### src/rtl/crc_attach_ctrl_pkg.sv
// Shared definitions for the CRC24 attach controller: FSM states, CRC width
// and the CRC24A generator polynomial (implicit x^24 term omitted).
package crc_attach_ctrl_pkg;

  localparam int CRC_W     = 24;
  localparam int CRC_CNT_W = 5;
  localparam logic [CRC_W-1:0]     CRC_POLY  = 24'h864CFB;
  localparam logic [CRC_CNT_W-1:0] CRC_BEATS = 5'd24;

  typedef enum logic [1:0] {
    IDLE = 2'd0,
    DATA = 2'd1,
    CRC  = 2'd2,
    DONE = 2'd3
  } state_t;

endpackage

### src/rtl/crc_attach_ctrl_crc24.sv
// Serial MSB-first CRC24A LFSR.
// init clears the register, en_com clocks one message bit (d_in) into the
// CRC, nen_shift low shifts the register left with zero fill (used to
// stream the remainder out). init > en_com > shift; otherwise hold.
module crc_attach_ctrl_crc24
  import crc_attach_ctrl_pkg::*;
(
  input  logic             clk,
  input  logic             init,
  input  logic             en_com,
  input  logic             d_in,
  input  logic             nen_shift,
  output logic [CRC_W-1:0] crc
);

  logic [CRC_W-1:0] crc_reg;
  logic [CRC_W-1:0] crc_next;
  logic             feedback;

  // Next-state of the LFSR for the selected operation
  always_comb begin
    feedback = crc_reg[CRC_W-1] ^ d_in;
    crc_next = crc_reg;
    if (init) begin
      crc_next = '0;
    end else if (en_com) begin
      crc_next = {crc_reg[CRC_W-2:0], 1'b0} ^ (feedback ? CRC_POLY : '0);
    end else if (!nen_shift) begin
      crc_next = {crc_reg[CRC_W-2:0], 1'b0};
    end
  end

  // Register update
  always_ff @(posedge clk) begin
    crc_reg <= crc_next;
  end

  assign crc = crc_reg;

endmodule

### src/rtl/crc_attach_ctrl.sv
// CRC24A attach controller: forwards a serial payload of blk_len bits and
// appends its 24-bit CRC24A, MSB first.
// Optional macro CRC_ATTACH_CHECK_EN adds a check mode (ports check/crc_ok)
// in which the trailing 24 input bits are absorbed and verified instead of
// a CRC being appended. In check mode the CRC state acts as the absorb phase.
module crc_attach_ctrl
  import crc_attach_ctrl_pkg::*;
#(
  parameter int LEN_W = 16
) (
  input  logic             clk,
  input  logic             reset,
  input  logic             start,
  input  logic [LEN_W-1:0] blk_len,
`ifdef CRC_ATTACH_CHECK_EN
  input  logic             check,
  output logic             crc_ok,
`endif
  input  logic             s_valid,
  input  logic             s_data,
  output logic             s_ready,
  output logic             m_valid,
  output logic             m_data,
  output logic             m_last,
  input  logic             m_ready,
  output logic             busy,
  output logic             done
);

  state_t                state_reg;
  logic [LEN_W-1:0]      len_cnt_reg;
  logic [CRC_CNT_W-1:0]  crc_cnt_reg;
  logic [CRC_W-1:0]      crc;
  logic                  check_mode;
  logic                  start_ok;
  logic                  in_data;
  logic                  in_crc;
  logic                  data_beat;
  logic                  absorb_beat;
  logic                  out_beat;

  assign start_ok    = (state_reg == IDLE) && start;
  assign in_data     = (state_reg == DATA);
  assign in_crc      = (state_reg == CRC);
  assign data_beat   = in_data && s_valid && m_ready;
  assign absorb_beat = in_crc && check_mode && s_valid;
  assign out_beat    = in_crc && !check_mode && m_ready;

  // Stream handshakes: payload passes straight through in DATA, the CRC
  // phase either drives the remainder out or absorbs the received CRC
  always_comb begin
    s_ready = 1'b0;
    m_valid = 1'b0;
    m_data  = 1'b0;
    m_last  = 1'b0;
    if (in_data) begin
      s_ready = m_ready;
      m_valid = s_valid;
      m_data  = s_data;
      m_last  = check_mode && (len_cnt_reg == LEN_W'(1));
    end else if (in_crc) begin
      if (check_mode) begin
        s_ready = 1'b1;
      end else begin
        m_valid = 1'b1;
        m_data  = crc[CRC_W-1];
        m_last  = (crc_cnt_reg == CRC_CNT_W'(1));
      end
    end
  end

  assign busy = (state_reg != IDLE);
  assign done = (state_reg == DONE);

  // Control FSM with payload and CRC beat counters
  always_ff @(posedge clk) begin
    if (reset) begin
      state_reg   <= IDLE;
      len_cnt_reg <= '0;
      crc_cnt_reg <= '0;
    end else begin
      case (state_reg)
        IDLE: begin
          if (start) begin
            len_cnt_reg <= blk_len;
            crc_cnt_reg <= CRC_BEATS;
            state_reg   <= (blk_len == '0) ? CRC : DATA;
          end
        end
        DATA: begin
          if (data_beat) begin
            len_cnt_reg <= len_cnt_reg - 1'b1;
            if (len_cnt_reg == LEN_W'(1)) state_reg <= CRC;
          end
        end
        CRC: begin
          if (absorb_beat || out_beat) begin
            crc_cnt_reg <= crc_cnt_reg - 1'b1;
            if (crc_cnt_reg == CRC_CNT_W'(1)) state_reg <= DONE;
          end
        end
        default: begin
          state_reg <= IDLE;
        end
      endcase
    end
  end

`ifdef CRC_ATTACH_CHECK_EN
  logic check_mode_reg;
  logic crc_ok_reg;

  // Mode captured with start; verdict latched in DONE and held until next start
  always_ff @(posedge clk) begin
    if (reset) begin
      check_mode_reg <= 1'b0;
      crc_ok_reg     <= 1'b0;
    end else if (start_ok) begin
      check_mode_reg <= check;
      crc_ok_reg     <= 1'b0;
    end else if (state_reg == DONE) begin
      crc_ok_reg     <= check_mode_reg && (crc == '0);
    end
  end

  assign check_mode = check_mode_reg;
  assign crc_ok     = (state_reg == DONE) ? (check_mode_reg && (crc == '0)) : crc_ok_reg;
`else
  assign check_mode = 1'b0;
  logic unused_crc_bits;
  assign unused_crc_bits = &{1'b0, crc[CRC_W-2:0]};
`endif

  crc_attach_ctrl_crc24 u_crc24 (
    .clk       (clk),
    .init      (reset || start_ok),
    .en_com    (data_beat || absorb_beat),
    .d_in      (s_data),
    .nen_shift (!out_beat),
    .crc       (crc)
  );

endmodule
### config.mk
export PLATFORM = sky130hd
export DESIGN_NAME = crc_attach_ctrl
export DESIGN_NICKNAME = d
export VERILOG_FILES = /design/src/rtl/crc_attach_ctrl_pkg.sv /design/src/rtl/crc_attach_ctrl_crc24.sv /design/src/rtl/crc_attach_ctrl.sv
export SDC_FILE = /design/constraint.sdc
export NUM_CORES = 1
export LEC_CHECK = 0
export CAP_MARGIN = 20
export CORE_AREA = 8 8 83 85
export DETAILED_ROUTE_END_ITERATION = 12
export DIE_AREA = 0 0 91 93
export GPL_TIMING_DRIVEN = 1
export HOLD_SLACK_MARGIN = 0.12
export PLACE_DENSITY = 0.69
export SLEW_MARGIN = 20
export SYNTH_ARGS = -nofsm -noshare
export SYNTH_HDL_FRONTEND = slang
export SYNTH_SLANG_ARGS = --single-unit
### constraint.sdc
create_clock -name clk -period 5.5 [get_ports clk]
set_clock_uncertainty 0.1 [all_clocks]
set_input_delay 0.55 -clock clk [delete_from_list [all_inputs] [get_ports clk]]
set_output_delay 0.55 -clock clk [all_outputs]
set_load 0.005 [all_outputs]
==> results.py <==
metrics = {
    "placement": {
        "numPortBuffers": 27,
        "post_dp_cell_area_sq_um": 2990,
        "place_congestion": 0.823,
        "hpwl_mm": 4.52,
        "dp_cells": 418,
    },
    "finish": {
        "fill_cells": 554,
        "finalNetCount": 381,
        "fin_area_sq_um": 3140,
        "multi_input_area_sq_um": 1610,
        "regArea_sq_um": 941,
        "area_growth_pct": 16.2,
        "drive_gt1_share_pct": 6.82,
        "layout.cells.non_filler": 427,
        "largest_reg_flops": 24,
        "insertedDiodeCount": 0,
        "postLayoutCoreUtil_pct": 55.3,
    },
    "floorplanning": {
        "ios": 28,
        "fp.dieW_um": 91,
        "initial_core_util_pct": 47.6,
        "core_sq_um": 5680,
        "fp.dieH_um": 93,
        "fp.dieArea_sq_um": 8460,
        "rows": 28,
    },
    "yosys": {
        "yosys.area.top_type": "dfxtp_1",
        "synth-compound-area-share_pct": 25.0,
        "synthAdderAreaFrac_pct": 3.71,
        "synthCells": 337,
        "synth.distinct_cells": 60,
        "synth_top_family_by_area": "simple AND/OR/NAND/NOR gates",
        "synthMuxAreaShare_pct": 0.787,
        "yosys_warnings": 0,
        "synth_nets": 367,
        "syn_area_sq_um": 2700,
        "synthXorXnorAreaFrac_pct": 4.86,
        "synth_edf_count": 0,
        "synth_common_cells": "dfxtp_1, nand2_1, nor2_1, a21oi_1, clkbuf_1",
        "syn_avg_cell_area_sq_um": 8.02,
        "seq_area_frac_synth_pct": 34.8,
        "ys_top_cells_by_area": "dfxtp_1, nand2_1, a211oi_1",
        "ys_async_sr_fraction_pct": 0,
        "synth_top_cell_area_share_pct": 34.8,
        "synth-simple-area-share_pct": 25.3,
        "synth_seq_cells": 47,
        "synth-main-ff-cell": "dfxtp_1",
    },
    "power": {
        "finalPower_mw": 1.61,
        "p_int_uw": 920,
        "clockPowerShare_pct": 19.0,
        "combPwrFrac_pct": 48.8,
        "seq_power_share_pct": 32.2,
        "leakage_nw": 1.03,
        "power_density_nw_per_um2": 513,
        "sw_frac_of_total_pct": 42.8,
        "switchingPower_uw": 689,
        "irDropWorstVdd_mv": 0.233,
    },
    "sta": {
        "setup_viol": 0,
        "slew_headroom_pct": 26.4,
        "rsz0062_at_grt": "no",
        "max_freq_mhz": 321,
        "period_minus_slack_ps": 3120,
        "hold_viol_final": 0,
        "min_period_over_period_pct": 56.7,
        "finalMaxSlewViolations": 0,
        "setup-tns-final_ps": 0,
        "worstMarginPinSlew_ps": 1100,
    },
    "detailed_routing": {
        "routedWlPerCell_um": 15.3,
        "vias_per_cell": 5.81,
        "route.detailed.drc": 0,
        "wirelength_mm": 6.53,
        "ant_nets": 0,
        "vias": 2481,
        "dr.pass1.iters": 5,
        "drtIter0Drc": 249,
    },
    "global_route": {
        "overflow": 0,
        "grt_max_degree": 39,
        "track_usage_pct": 15.8,
        "antenna_found_initial": 0,
        "grt_pass1_vias": 2351,
        "grt_pass1_wl_mm": 11.3,
    },
    "clock_tree": {
        "cts_inserted_buffers": 5,
        "h-tree-depth": 2,
        "postCtsSetupBuffers": 0,
        "clockRootBuffer": "clkbuf_8",
        "post_cts_resized": 0,
        "clkTransAtPathRegs_ps": 100,
        "clock-sinks": 47,
        "cts_tree": "yes",
        "cts_hold_buf": 0,
        "clk_path_buf_depth": 2,
        "clk_latency_ps": 310,
    },
    "worst_setup_path": {
        "cp-end-kind": "output port",
        "start_kind": "register",
        "endpoint": "m_last",
        "cp.arrival_ps": 2470,
        "crit_start": "state_reg[1]",
        "cp.required_ps": 4850,
        "reg2reg_slack_ps": 2820,
        "reg2reg_to": "len_cnt_reg[8]",
        "r2r_start": "state_reg[1]",
        "crit_type": "register to output port",
        "reg2reg_depth": 7,
        "crit_path_max_fanout": 38,
    },
    "status": {
        "status": "finished, final reports clean",
    },
    "worst_hold_path": {
        "holdCritPathClass": "register to register",
    },
    "flow_run": {
        "maxCapViolCount": 0,
    },
}
area by class of cell:
class	count	area share, %
clock buffer	5	2.19
clock inverter	3	2.15
inverter	13	1.56
multi-input combinational	253	51.3
sequential	47	30.0
tap	75	2.99
timing repair buffer	31	9.81
how the worst min path moves through the flow:
| stage | from | to | slack [ps] | cells after the start |
|---|---|---|---|---|
| final | u_crc24.crc[15] | u_crc24.crc[16] | 350 | 2 |
| after global routing | u_crc24.crc[20] | u_crc24.crc[21] | 370 | 2 |
| after CTS | u_crc24.crc[15] | u_crc24.crc[16] | 360 | 2 |
| after detailed placement | u_crc24.crc[15] | u_crc24.crc[16] | 350 | 2 |
| after global placement | u_crc24.crc[15] | u_crc24.crc[16] | 340 | 2 |
| after floorplan | u_crc24.crc[19] | u_crc24.crc[20] | 330 | 2 |
critical path, cell delays in order, from the launching register on:
cell	delay (ps)
dfxtp_1	420
inv_1	110
ha_1	180
buf_4	240
inv_1	430
nand2_1	130
nor2_1	120
clkdlybuf4s50_1	510
cell usage in the layout, fill, tap and decap left out, types with 3 or more instances in the layout:
cell,synthesis,routed
a211oi_1,19,19
a21oi_1,24,24
a31oi_1,5,5
buf_4,0,3
clkbuf_8,0,5
clkdlybuf4s50_1,0,27
dfxtp_1,47,47
ha_1,8,8
inv_1,13,13
nand2_1,47,47
nand2b_1,7,7
nand3_1,8,8
nand4_1,6,6
nor2_1,29,29
nor2b_1,3,3
nor4_1,7,7
o211ai_1,4,4
o21a_1,3,3
o21ai_0,10,10
o22ai_1,3,3
o31a_1,3,3
o32ai_1,4,4
or4_1,3,3
xnor2_1,14,14
layer usage:
layer / vias to the layer above / track usage [%] / wire length [um]
li1: 1249 / - / -
met1: 1173 / 20.1 / 2960
met2: 51 / 25.8 / 3200
met3: 8 / 3.45 / 266
met4: 0 / 5.59 / 97
met5: - / 0 / 0
power by group through the flow:
stage / sequential (mW) / clock, mW / combinational (mW)
2_1_floorplan: 0.498 / 0 / 0.607
3_3_place_gp: 0.523 / 0 / 0.759
3_5_place_dp: 0.525 / 0 / 0.770
4_1_cts: 0.517 / 0.315 / 0.775
5_1_grt: 0.533 / 0.326 / 0.881
6_report: 0.518 / 0.306 / 0.785
stage by stage:
step                      hold WS (ps)  setup slack (ps)
after global routing               373              2170
after floorplan                    332              3420
after detailed placement           346              2570
final                              354              2380
after global placement             337              2610
after CTS                          359              2360
logic make-up after synthesis:
group | count (synthesis)
and+or+nand+nor | 131
AOI/OAI and AO/OA | 97
DFF | 47
buffers and inverters | 37
xor gates and xnor gates | 15
adders and majority gates | 8
muxes | 2
No activity file was read; power rests on OpenSTA's default activity.
==> RTL edit 1 (same flow settings) <==
The package constant `CRC_W` goes from 24 to 36.
--- a/src/rtl/crc_attach_ctrl_pkg.sv
+++ b/src/rtl/crc_attach_ctrl_pkg.sv
@@ -4,3 +4,3 @@
 
-  localparam int CRC_W     = 24;
+  localparam int CRC_W     = 36;
   localparam int CRC_CNT_W = 5;
Behaviour: not the same (Yosys sat finds a counterexample within 4 cycles, from zero or initial values and one cycle with reset high).
==> RTL edit 1 against the unedited design <==
Non-clock buffer count is 2 higher; final cell count is 13% higher; setup slack better by 270 ps; synthesized cell count is 15% higher; clock power is 33% higher; highest routed layer unchanged; final area is 15% higher; power is 13% higher; sequential cell count is 12 higher; largest cell class unchanged; area after synthesis is 15% higher; routed wire length is 11% higher.
==> RTL edit 1: results (changes against the unedited design) <==
[run_status]
outcome=completed

[global_route]
grtUsageMet3=0.03846  ; +0.004006
track_usage=0.1736  ; +0.01551
grt_pass1_vias=2574  ; +9.5%
grt_use_met1=0.2132  ; +0.01172
grt_max_degree=48  ; +23%
grt_pass1_wl_mm=12.10  ; +7.3%

[cts]
htreeDepth=3  ; +1
cts_buffers=9  ; +4
cts_resized=0  ; unchanged
clkTransAtPathRegs_ps=70  ; -30 ps

[final_layout]
final_cell_count_no_fill=484  ; +13%
fin_nets=435  ; +14%
largest_register_ffs=36  ; +50%
final_layout_size_suffix_gt1_frac=0.08068  ; +0.01250
num-fill-cells=514  ; -7.2%

[logic_synthesis]
synthTopCellsByArea=dfxtp_1 38%, nand2_1 8.6%, a21oi_1 5.8%, a211oi_1 4.6%, xnor2_1 3.9%
ys_types=63  ; +5.0%
syn-num-nets=418  ; +14%
postSynthAreaPerCell_sq_um=8.007  ; -0.11%
yosysSeqAreaShare=0.3802  ; +0.03188

[power_and_ir_drop]
ir_drop_uv=309.0  ; +32%
powerSeq_mw=0.609  ; +18%
p_comb_mw=0.803  ; +2%
p_switching_mw=0.7620  ; +11%
p_leak_nw=1.181  ; +15%
power_frac_comb=0.442  ; -0.046

[worst_setup_path]
cp.arrival_ps=2200  ; -270 ps
cp_max_fo=14  ; -63%

[place]
hpwlAfterDp_mm=4.855  ; +7.4%
place_congestion=0.8166  ; -0.81%
port_buffers=27  ; unchanged
place_inst=469  ; +12%

[routing]
viasPerCell=5.882  ; +1.2%
firstDrtPassIters=4  ; -1
drtIter0Drc=197  ; -21%
wirelength_mm=7.282  ; +11%

[run]
maxCapViolations=0  ; unchanged

[sta]
max-slew-margin-rel=0.4379  ; +0.1739

-- RTL edit 1: logic make-up (layout without fill, tap and decap cells) --
logic type / after synthesis / count (layout) / synth area share
compound gates: 109 / 109 / 0.2364
fa+ha+maj: 8 / 8 / 0.03222
flops: 59 / 59 / 0.3802
buf+inv: 40 / 61 / 0.05316
mux: 2 / 2 / 0.006846
simple gates: 155 / 155 / 0.2489
xor+xnor: 15 / 15 / 0.04229
-- RTL edit 1: critical path, cell delays in order (launching register included) --
cell and delay [ps]:
dfxtp_1 400, inv_1 100, ha_1 200, inv_1 380
nand2_1 130, nor2_1 140, clkdlybuf4s50_1 510
-- RTL edit 1: area by class of cell --
cell class | instances | area [sq um] | area share
Sequential cell | 59 | 1181 | 0.3277
Tap cell | 75 | 93.84 | 0.02603
Timing Repair Buffer | 33 | 319.1 | 0.08851
Multi-Input combinational cell | 289 | 1760 | 0.4884
Clock inverter | 4 | 50.05 | 0.01388
Clock buffer | 11 | 151.4 | 0.04200
Inverter | 13 | 48.80 | 0.01354
-- RTL edit 1: per-layer routing --
metal	routed length, microns	up-vias
li1	-	1418
met1	3373	1356
met2	3482	59
met3	292	14
met4	133	0
met5	0	-
-- RTL edit 1: worst paths after layout --
kind	from	endpoint	slack (ps)	cells after the start
max	state_reg[1]	m_last	2650	6
min	u_crc24.crc[32]	u_crc24.crc[33]	350	2
max reg2reg	state_reg[1]	len_cnt_reg[13]	2890	7
min reg2reg	u_crc24.crc[32]	u_crc24.crc[33]	350	2
-- RTL edit 1: per-stage QoR --
step / utilization / cell area (sq um) / worst slack, ps
floorplan: - / 3107 / 3423
CTS: 0.6351 / 3605 / 2629
finish: 0.6351 / 3605 / 2654
global route: 0.6351 / 3605 / 2486
global placement: 0.5977 / 3392 / 2542
detailed placement: 0.5996 / 3403 / 2669
==> RTL edit 2 (same settings) <==
Without the edit above. The 4 states of `state_t` get a one-hot encoding in 4 bits.
--- a/src/rtl/crc_attach_ctrl_pkg.sv
+++ b/src/rtl/crc_attach_ctrl_pkg.sv
@@ -9,7 +9,7 @@
 
-  typedef enum logic [1:0] {
-    IDLE = 2'd0,
-    DATA = 2'd1,
-    CRC  = 2'd2,
-    DONE = 2'd3
+  typedef enum logic [3:0] {
+    IDLE = 4'b0001,
+    DATA = 4'b0010,
+    CRC  = 4'b0100,
+    DONE = 4'b1000
   } state_t;
Check against the original RTL: same outputs for any inputs over 10 cycles, from zero or initial values and one cycle with reset high; not proved beyond that.
==> RTL edit 2 against the unedited design <==
Setup slack improved by 250 ps; routed wire length decreased by 10%; first-iteration DRC count decreased by 47%; final area decreased by 1.4%; sequential cell count increased by 2; area after synthesis increased by 1.0%; critical path type unchanged.
Power is not compared: it rests on default switching activity, and its combinational part moved more than twofold at a synthesized area within 25%.
==> RTL edit 2: results (changes against the unedited design) <==
[run_status]
outcome=completed

[final_layout]
seq_cells=49  ; +4.3%
multi_input_area_share=0.5133  ; about the same
final_layout_size_suffix_gt1_frac=0.1000  ; +0.03182
buf_share=0.09458  ; -0.003502
fin_nets=355  ; -6.8%
multi_input_cells=231  ; -8.7%
num-fill-cells=538  ; -2.9%
seq_area_frac=0.3169  ; +0.01706
nClkBuffers=5  ; unchanged
final-clk-cell-share=0.03032  ; -0.01315
n_all_buffers=30  ; -3.2%
final_area_sq_um=3095  ; -1.4%

[sta]
setup_ws_ps=2629  ; +248.2 ps
tightestPinTransition_ps=1061  ; -39.95 ps
whs_ps=401.2  ; +47.36 ps

[worst_setup_path]
cp.arrival_ps=2220  ; -250 ps
r2r_cells=4  ; -3
crit_slowest_cell=or4b_4
cp_max_fo=35  ; -7.9%
rrSetupSlack_ps=2970  ; +150 ps
rr_endpoint=u_crc24.crc[11]
max_stage_delay_ps=720  ; +210 ps
crit_family=simple AND/OR/NAND/NOR gates

[place]
place_inst=397  ; -5.0%
dpl-instance-area_sq_um=3002  ; +0.50%
place_congestion=0.8652  ; +5.1%
hpwlAfterDp_mm=4.073  ; -9.9%
dp_slack_ps=2306  ; -265.8 ps

[global_route]
grt_max_degree=37  ; -5.1%
grt_pass1_vias=2189  ; -6.9%
track_usage=0.1377  ; -0.02045
grt_pass1_wl_mm=9.777  ; -13%

[routing]
drtIter0Drc=131  ; -47%
firstDrtPassIters=4  ; -1
routedWlPerCell_microns=14.49  ; -5.3%
via_count=2304  ; -7.1%
viasPerCell=5.689  ; -2.1%

[min_path]
min_to=crc_cnt_reg[1]
hp-start=crc_cnt_reg[1]

[power_and_ir_drop]
p_leak_nw=0.9609
pwr-share-seq=0.517
p_switching_mw=0.2269

[logic_synthesis]
postSynthAreaPerCell_sq_um=8.691  ; +8.4%
synth_compound_area_frac=0.2205  ; -0.02911
syn-num-nets=340  ; -7.4%
synth_xor_area_frac=0.05456  ; +0.005929
yosysSeqAreaShare=0.3595  ; +0.01116
yosys.area_share.adder=0.01834  ; -0.01871
synthMuxAreaShare=0.05594  ; +0.04806
synth.top_cells.by_count=49 x dfxtp_1, 38 x nor2_1, 19 x a21oi_1
synthTopCellsByArea=dfxtp_1 36%, nor2_1 5.2%, mux2i_1 4.8%, xnor2_1 4.5%, a211oi_2 4.1%

[cts]
clk_latency_ps=310  ; about the same

==> RTL edit 2: cell count changes after synthesis, moves of 5 or more <==
cell | unedited run | this run
a211oi_1 | 19 | 8
mux2i_1 | 1 | 13
a21oi_1 | 24 | 19
nor2_1 | 29 | 38
nand2b_1 | 7 | 1
clkbuf_1 | 20 | 12
nor3_1 | 2 | 8
a211oi_2 | 0 | 9
nand2_1 | 47 | 16
==> RTL edit 2: how the worst max path moves through the flow <==
stage                             from              end
after floorplan                m_ready  u_crc24.crc[10]
after global placement           reset   u_crc24.crc[0]
after detailed placement         reset   u_crc24.crc[0]
after CTS                 state_reg[1]          s_ready
after global routing             reset   u_crc24.crc[0]
final                     state_reg[1]          s_ready
==> RTL edit 2: metal layers <==
layer	up-vias	routed length (microns)	GRT usage
met2	55	2794	0.2352
met3	4	331	0.03606
met5	-	0	0
met4	0	36	0.04229
li1	1171	-	-
met1	1074	2707	0.1657
